`src/rtl/binary_counter_ctrl_if.sv`:
```
// Control/status bundle between the counter sequencer and its surroundings,
// including the observe/drive lines to the 4-bit counter datapath.
interface binary_counter_ctrl_if #(
  parameter int unsigned WIDTH = 4,
  parameter int unsigned PSC_W = 4,
  parameter int unsigned PER_W = 8
) ();
  logic             cfg_valid;
  logic             cfg_ready;
  logic [WIDTH-1:0] cfg_limit;
  logic [PSC_W-1:0] cfg_prescale;
  logic             cfg_mode;
  logic             start;
  logic             stop;
  logic             pause;
  logic [WIDTH-1:0] cnt_val;
  logic             cnt_en;
  logic             cnt_clr;
  logic             busy;
  logic             done;
  logic [PER_W-1:0] periods;
  logic [1:0]       state;

  modport master (
    output cfg_valid, cfg_limit, cfg_prescale, cfg_mode, start, stop, pause, cnt_val,
    input  cfg_ready, cnt_en, cnt_clr, busy, done, periods, state
  );

  modport slave (
    input  cfg_valid, cfg_limit, cfg_prescale, cfg_mode, start, stop, pause, cnt_val,
    output cfg_ready, cnt_en, cnt_clr, busy, done, periods, state
  );
endinterface

```
`src/rtl/binary_counter_ctrl.sv`:
```
// Sequencer for the 4-bit binary counter: one-shot or periodic count cycles
// up to a programmable limit, paced by a programmable prescaler.
module binary_counter_ctrl #(
  parameter int unsigned WIDTH = 4,
  parameter int unsigned PSC_W = 4,
  parameter int unsigned PER_W = 8
) (
  input  logic                  clk,
  input  logic                  rst,
  binary_counter_ctrl_if.slave  bus
);

  typedef enum logic [1:0] {
    ST_IDLE  = 2'b00,
    ST_RUN   = 2'b01,
    ST_PAUSE = 2'b10,
    ST_DONE  = 2'b11
  } state_e;

  state_e           state_q, state_d;
  logic [WIDTH-1:0] limit_q, limit_d;
  logic [PSC_W-1:0] prescale_q, prescale_d;
  logic [PSC_W-1:0] psc_q, psc_d;
  logic             mode_q, mode_d;
  logic [PER_W-1:0] periods_q, periods_d;

  logic cfg_ready_c;
  logic tick_c;
  logic term_c;
  logic cnt_en_c;
  logic cnt_clr_c;
  logic done_c;

  always_ff @(posedge clk or posedge rst) begin
    if (rst) begin
      state_q    <= ST_IDLE;
      limit_q    <= '1;
      prescale_q <= '0;
      psc_q      <= '0;
      mode_q     <= 1'b0;
      periods_q  <= '0;
    end else begin
      state_q    <= state_d;
      limit_q    <= limit_d;
      prescale_q <= prescale_d;
      psc_q      <= psc_d;
      mode_q     <= mode_d;
      periods_q  <= periods_d;
    end
  end

  // Outputs depend only on registered state and cnt_val; control inputs only steer next state.
  always_comb begin
    state_d    = state_q;
    limit_d    = limit_q;
    prescale_d = prescale_q;
    psc_d      = psc_q;
    mode_d     = mode_q;
    periods_d  = periods_q;
    cnt_en_c   = 1'b0;
    cnt_clr_c  = 1'b0;
    done_c     = 1'b0;

    cfg_ready_c = (state_q == ST_IDLE) || (state_q == ST_DONE);
    tick_c      = (state_q == ST_RUN) && (psc_q == prescale_q);
    term_c      = tick_c && (bus.cnt_val == limit_q);

    if (cfg_ready_c && bus.cfg_valid) begin
      limit_d    = bus.cfg_limit;
      prescale_d = bus.cfg_prescale;
      mode_d     = bus.cfg_mode;
    end

    case (state_q)
      ST_IDLE: begin
        cnt_clr_c = 1'b1;
        if (!bus.stop && bus.start) begin
          state_d   = ST_RUN;
          psc_d     = '0;
          periods_d = '0;
        end
      end

      ST_RUN: begin
        // A tick still executes in the cycle stop or pause is seen.
        if (tick_c) begin
          psc_d = '0;
          if (term_c) begin
            cnt_clr_c = 1'b1;
            done_c    = 1'b1;
            if (periods_q != {PER_W{1'b1}}) begin
              periods_d = periods_q + PER_W'(1);
            end
          end else begin
            cnt_en_c = 1'b1;
          end
        end else begin
          psc_d = psc_q + PSC_W'(1);
        end

        if (bus.stop) begin
          state_d = ST_IDLE;
        end else if (term_c && !mode_q) begin
          state_d = ST_DONE;
        end else if (bus.pause) begin
          state_d = ST_PAUSE;
        end
      end

      ST_PAUSE: begin
        if (bus.stop) begin
          state_d = ST_IDLE;
        end else if (!bus.pause) begin
          state_d = ST_RUN;
        end
      end

      ST_DONE: begin
        if (bus.stop) begin
          state_d = ST_IDLE;
        end else if (bus.start) begin
          state_d   = ST_RUN;
          psc_d     = '0;
          periods_d = '0;
        end
      end

      default: state_d = ST_IDLE;
    endcase
  end

  assign bus.cfg_ready = cfg_ready_c;
  assign bus.cnt_en    = cnt_en_c;
  assign bus.cnt_clr   = cnt_clr_c;
  assign bus.done      = done_c;
  assign bus.busy      = (state_q == ST_RUN) || (state_q == ST_PAUSE);
  assign bus.periods   = periods_q;
  assign bus.state     = state_q;

endmodule

```
`src/flat_wrapper.sv`:
```
// flat-port wrapper written by rule: the top's interface ports become plain ports
module binary_counter_ctrl_flat 
#(
  parameter int unsigned WIDTH = 4,
  parameter int unsigned PSC_W = 4,
  parameter int unsigned PER_W = 8
)
  (clk, rst, bus_cfg_valid, bus_cfg_limit, bus_cfg_prescale, bus_cfg_mode, bus_start, bus_stop, bus_pause, bus_cnt_val, bus_cfg_ready, bus_cnt_en, bus_cnt_clr, bus_busy, bus_done, bus_periods, bus_state);
  binary_counter_ctrl_if #(.WIDTH(WIDTH), .PSC_W(PSC_W), .PER_W(PER_W)) bus_i ();
  input  logic clk;
  input  logic rst;
  input wire logic [$bits(bus_i.cfg_valid)-1:0] bus_cfg_valid;
  input wire logic [$bits(bus_i.cfg_limit)-1:0] bus_cfg_limit;
  input wire logic [$bits(bus_i.cfg_prescale)-1:0] bus_cfg_prescale;
  input wire logic [$bits(bus_i.cfg_mode)-1:0] bus_cfg_mode;
  input wire logic [$bits(bus_i.start)-1:0] bus_start;
  input wire logic [$bits(bus_i.stop)-1:0] bus_stop;
  input wire logic [$bits(bus_i.pause)-1:0] bus_pause;
  input wire logic [$bits(bus_i.cnt_val)-1:0] bus_cnt_val;
  output wire logic [$bits(bus_i.cfg_ready)-1:0] bus_cfg_ready;
  output wire logic [$bits(bus_i.cnt_en)-1:0] bus_cnt_en;
  output wire logic [$bits(bus_i.cnt_clr)-1:0] bus_cnt_clr;
  output wire logic [$bits(bus_i.busy)-1:0] bus_busy;
  output wire logic [$bits(bus_i.done)-1:0] bus_done;
  output wire logic [$bits(bus_i.periods)-1:0] bus_periods;
  output wire logic [$bits(bus_i.state)-1:0] bus_state;
  assign bus_i.cfg_valid = bus_cfg_valid;
  assign bus_i.cfg_limit = bus_cfg_limit;
  assign bus_i.cfg_prescale = bus_cfg_prescale;
  assign bus_i.cfg_mode = bus_cfg_mode;
  assign bus_i.start = bus_start;
  assign bus_i.stop = bus_stop;
  assign bus_i.pause = bus_pause;
  assign bus_i.cnt_val = bus_cnt_val;
  assign bus_cfg_ready = bus_i.cfg_ready;
  assign bus_cnt_en = bus_i.cnt_en;
  assign bus_cnt_clr = bus_i.cnt_clr;
  assign bus_busy = bus_i.busy;
  assign bus_done = bus_i.done;
  assign bus_periods = bus_i.periods;
  assign bus_state = bus_i.state;
  binary_counter_ctrl #(.WIDTH(WIDTH), .PSC_W(PSC_W), .PER_W(PER_W)) u_core (.clk(clk), .rst(rst), .bus(bus_i));
endmodule
```
`config.mk`:
```
export PLATFORM = sky130hd
export DESIGN_NAME = binary_counter_ctrl_flat
export DESIGN_NICKNAME = d
export VERILOG_FILES = /design/src/rtl/binary_counter_ctrl_if.sv /design/src/rtl/binary_counter_ctrl.sv /design/src/flat_wrapper.sv
export SDC_FILE = /design/constraint.sdc
export NUM_CORES = 1
export LEC_CHECK = 0
export CAP_MARGIN = 10
export CORE_ASPECT_RATIO = 0.8
export CORE_UTILIZATION = 44
export DETAILED_ROUTE_END_ITERATION = 10
export PLACE_DENSITY = 0.75
export SYNTH_ARGS = -nofsm -noshare
export SYNTH_HDL_FRONTEND = slang
export SYNTH_SLANG_ARGS = --single-unit
export TNS_END_PERCENT = 20
```
`constraint.sdc`:
```
create_clock -name clk -period 2 [get_ports clk]
set_input_delay 0.4 -clock clk [delete_from_list [all_inputs] [get_ports clk]]
set_output_delay 0.4 -clock clk [all_outputs]
set_load 0.01 [all_outputs]
```
==> impl_results.md <==
* Outcome: finished with violations
* Failing checks: negative setup slack
* Mapped Cells at 141
* CTS clock-pin slew for the worst setup and hold paths at 80 ps
* Top Layer Used: met4
* Yosys cell types at 42
* Drt via density at 5.27
* Worst skew pair latency at 270 ps
* Clk_skew at 1.19 ps
* Worst setup slack after layout at -148 ps
* Gr usage total at 0.216
* Routed wl met2 at 1590 um
* Vias in the first global route at 1267
* Antenna diodes at 0
* Ranking of synthesized cells by area: dfrtp_1 (33%), mux2_2 (7.9%), dfstp_2 (7.4%)
* FF-to-FF setup slack at 20 ps
* Total congestion overflow at 0
* Top-level port count at 34
* Final Wtd Congestion at 0.901
* # rows at 18
* H-tree depth at 1
* Critical path peak fanout at 3
* Drt pass-1 iters at 4
* Clk sink count at 23
* Met3 Routed Length at 101 um
* Total routed wirelength at 3170 um
* Ys flop type: dfrtp_1
* Crit end category: primary output
* Final Hold Fails at 0
* Vias at 1260
* Final HPWL DP at 2460 um
* Worst Tran Pin Value at 339 ps
* CTS tree: built
* Worst endpoint required time at 1600 ps
* Share of layout cells above drive strength 1 at 0.342
* # hold bufs at CTS at 0
* Non-Filler Instances at 239
* Startpoint Class: flip-flop
* CP arrival at 1750 ps
* Final Setup Violations at 3
* Sequential cell area fraction in the yosys report at 0.408
* Post-Syn Area at 1420 sq um
* Layout overhead on the synthesized area at 43.1%
* Full die area at 3470 sq um
* Number of I/O port buffers at 33
* Worst vdd ir at 0.630 mV
* TritonCTS Buffers at 3
* Core Area at 3090 sq um
* Fraction of registers with async set/reset at 1.00
* Final net count at 225
* Die height at 52.9 um
* Longest Clk Path Bufs at 2
* Drt wl/cell at 13.2 um
* Yosys warning total at 0
* Wl on met1 at 1420 um
* Die width at 65.6 um
* Area leader, netlist: dfrtp_1
* Synthesized flop and latch total at 23
* Period utilization at 1.07
* Fmax at 466 MHz
* Syn avg cell area at 10.1 sq um
* Max-Slew Margin vs Limit at 0.774
* PwrDens at 1240 nW/um^2
* Slew Viols, Final at 0
* Most frequent cells in the layout: clkdlybuf4s50_1 (24), buf_4 (24), dfrtp_1 (19)
* Maximum capacitance violations at 0
* Leak pwr at 0.952 nW
* Largest net degree at the start of global routing at 16
* Top-area cell type share of the netlist area at 0.334
* DR iter-0 viols at 79
* Post-synth EDFFs at 0
* Synth Net Count at 166
* DRC at 0
* First-pass GRT wire length at 5470 um
* Clk root buf: clkbuf_8
* Pre-CTS setup slack at -639 ps
* Antenna Violating Nets Remaining at 0
* Placed insts at 233
* WS Path Type: flip-flop to primary output
* RSZ-0062 raised after global routing: yes
* Starting Density at 0.461
* Cell area after layout at 2040 sq um
* Antenna violations before repair at 0
* HP Class: input port to asynchronous set/reset pin
* Placement Cell Area at 1950 sq um
* Minimum clock period at 2150 ps
## cells by family (layout without fill, tap and decap cells)
family / after synthesis / in the layout / share of synthesized area
fa+ha+maj: 6 / 6 / 0.0528
xor+xnor: 8 / 8 / 0.0493
buf+inv: 13 / 71 / 0.0466
flops: 23 / 23 / 0.408
simple gates: 46 / 46 / 0.168
mux: 13 / 13 / 0.100
compound gates: 32 / 32 / 0.175
## stage by stage
| stage | hold slack (ps) | utilization | setup TNS (ps) | power [mW] |
|---|---|---|---|---|
| after detailed placement | 526 | 0.631 | -2750 | 2.16 |
| final | 376 | 0.660 | -288 | 2.53 |
| after global placement | 514 | 0.631 | -1940 | 2.11 |
| after floorplan | 399 | - | 0 | 1.59 |
| after CTS | 378 | 0.653 | -352 | 2.51 |
| after global routing | 421 | 0.660 | -740 | 2.71 |
## synthesized netlist by cell type, types with 2 or more instances
library cell  instances
nand3_1               3
a21oi_1               5
buf_2                 2
inv_1                 8
nor2_1               12
nor3_1                3
a31oi_1               2
nand2_1               9
or3_1                 2
or2_2                 3
a21o_1                2
buf_6                 2
a41o_1                2
and3_1                2
xnor2_1               8
mux2_2               10
mux2i_1               3
dfrtp_1              19
ha_1                  6
o21ai_0              10
dfstp_2               4
nand4_1               4
## sequential cells by signal, indices dropped and copies added, names as in the netlist
register            flops
u_core.bus.periods      8
u_core.bus.state        2
u_core.limit_q          4
u_core.mode_q           1
u_core.prescale_q       4
u_core.psc_q            4
## power breakdown
group	switching (mW)	internal, mW
Sequential	0.110	0.625
Combinational	0.687	0.805
Clock	0.159	0.141
## worst paths after layout
check | start | to | cells past startpoint
max in group asynchronous | rst | u_core.psc_q[1] | 3
hold reg to reg | u_core.prescale_q[0] | u_core.prescale_q[0] | 1
setup reg to reg | u_core.bus.state[0] | u_core.psc_q[3] | 9
hold / removal | rst | u_core.prescale_q[1] | 2
min in group clk | u_core.prescale_q[0] | u_core.prescale_q[0] | 1
setup / recovery | u_core.limit_q[3] | bus_cnt_clr | 5
## critical path, stage by stage, from the launching register on
cell and delay (ps):
dfstp_2 570, xnor2_2 120, nand4_1 150, or3_4 360, or2b_1 150, buf_2 120
## repair_timing
action	4_1_cts	5_1_grt
endpoints found under the setup margin	14	13
pin swaps	5	2
hold endpoints to repair	0	0
resized for setup	26	7
setup buffers	2	0
## per-layer routing
metal,GRT usage,vias up
met5,0,-
met4,0.0942,0
met3,0.0517,7
met2,0.381,23
met1,0.250,611
li1,-,619
## final cells by class
cell class | count | area (sq um)
flip-flops and latches | 23 | 581
clock inverters | 1 | 7.51
inverters | 8 | 30.0
clock buffers | 3 | 41.3
fillers | 246 | 1050
well taps | 40 | 50.0
multi-input cells | 105 | 816
repair buffers | 59 | 510
Note: power is estimated with default switching activity, not from simulation.
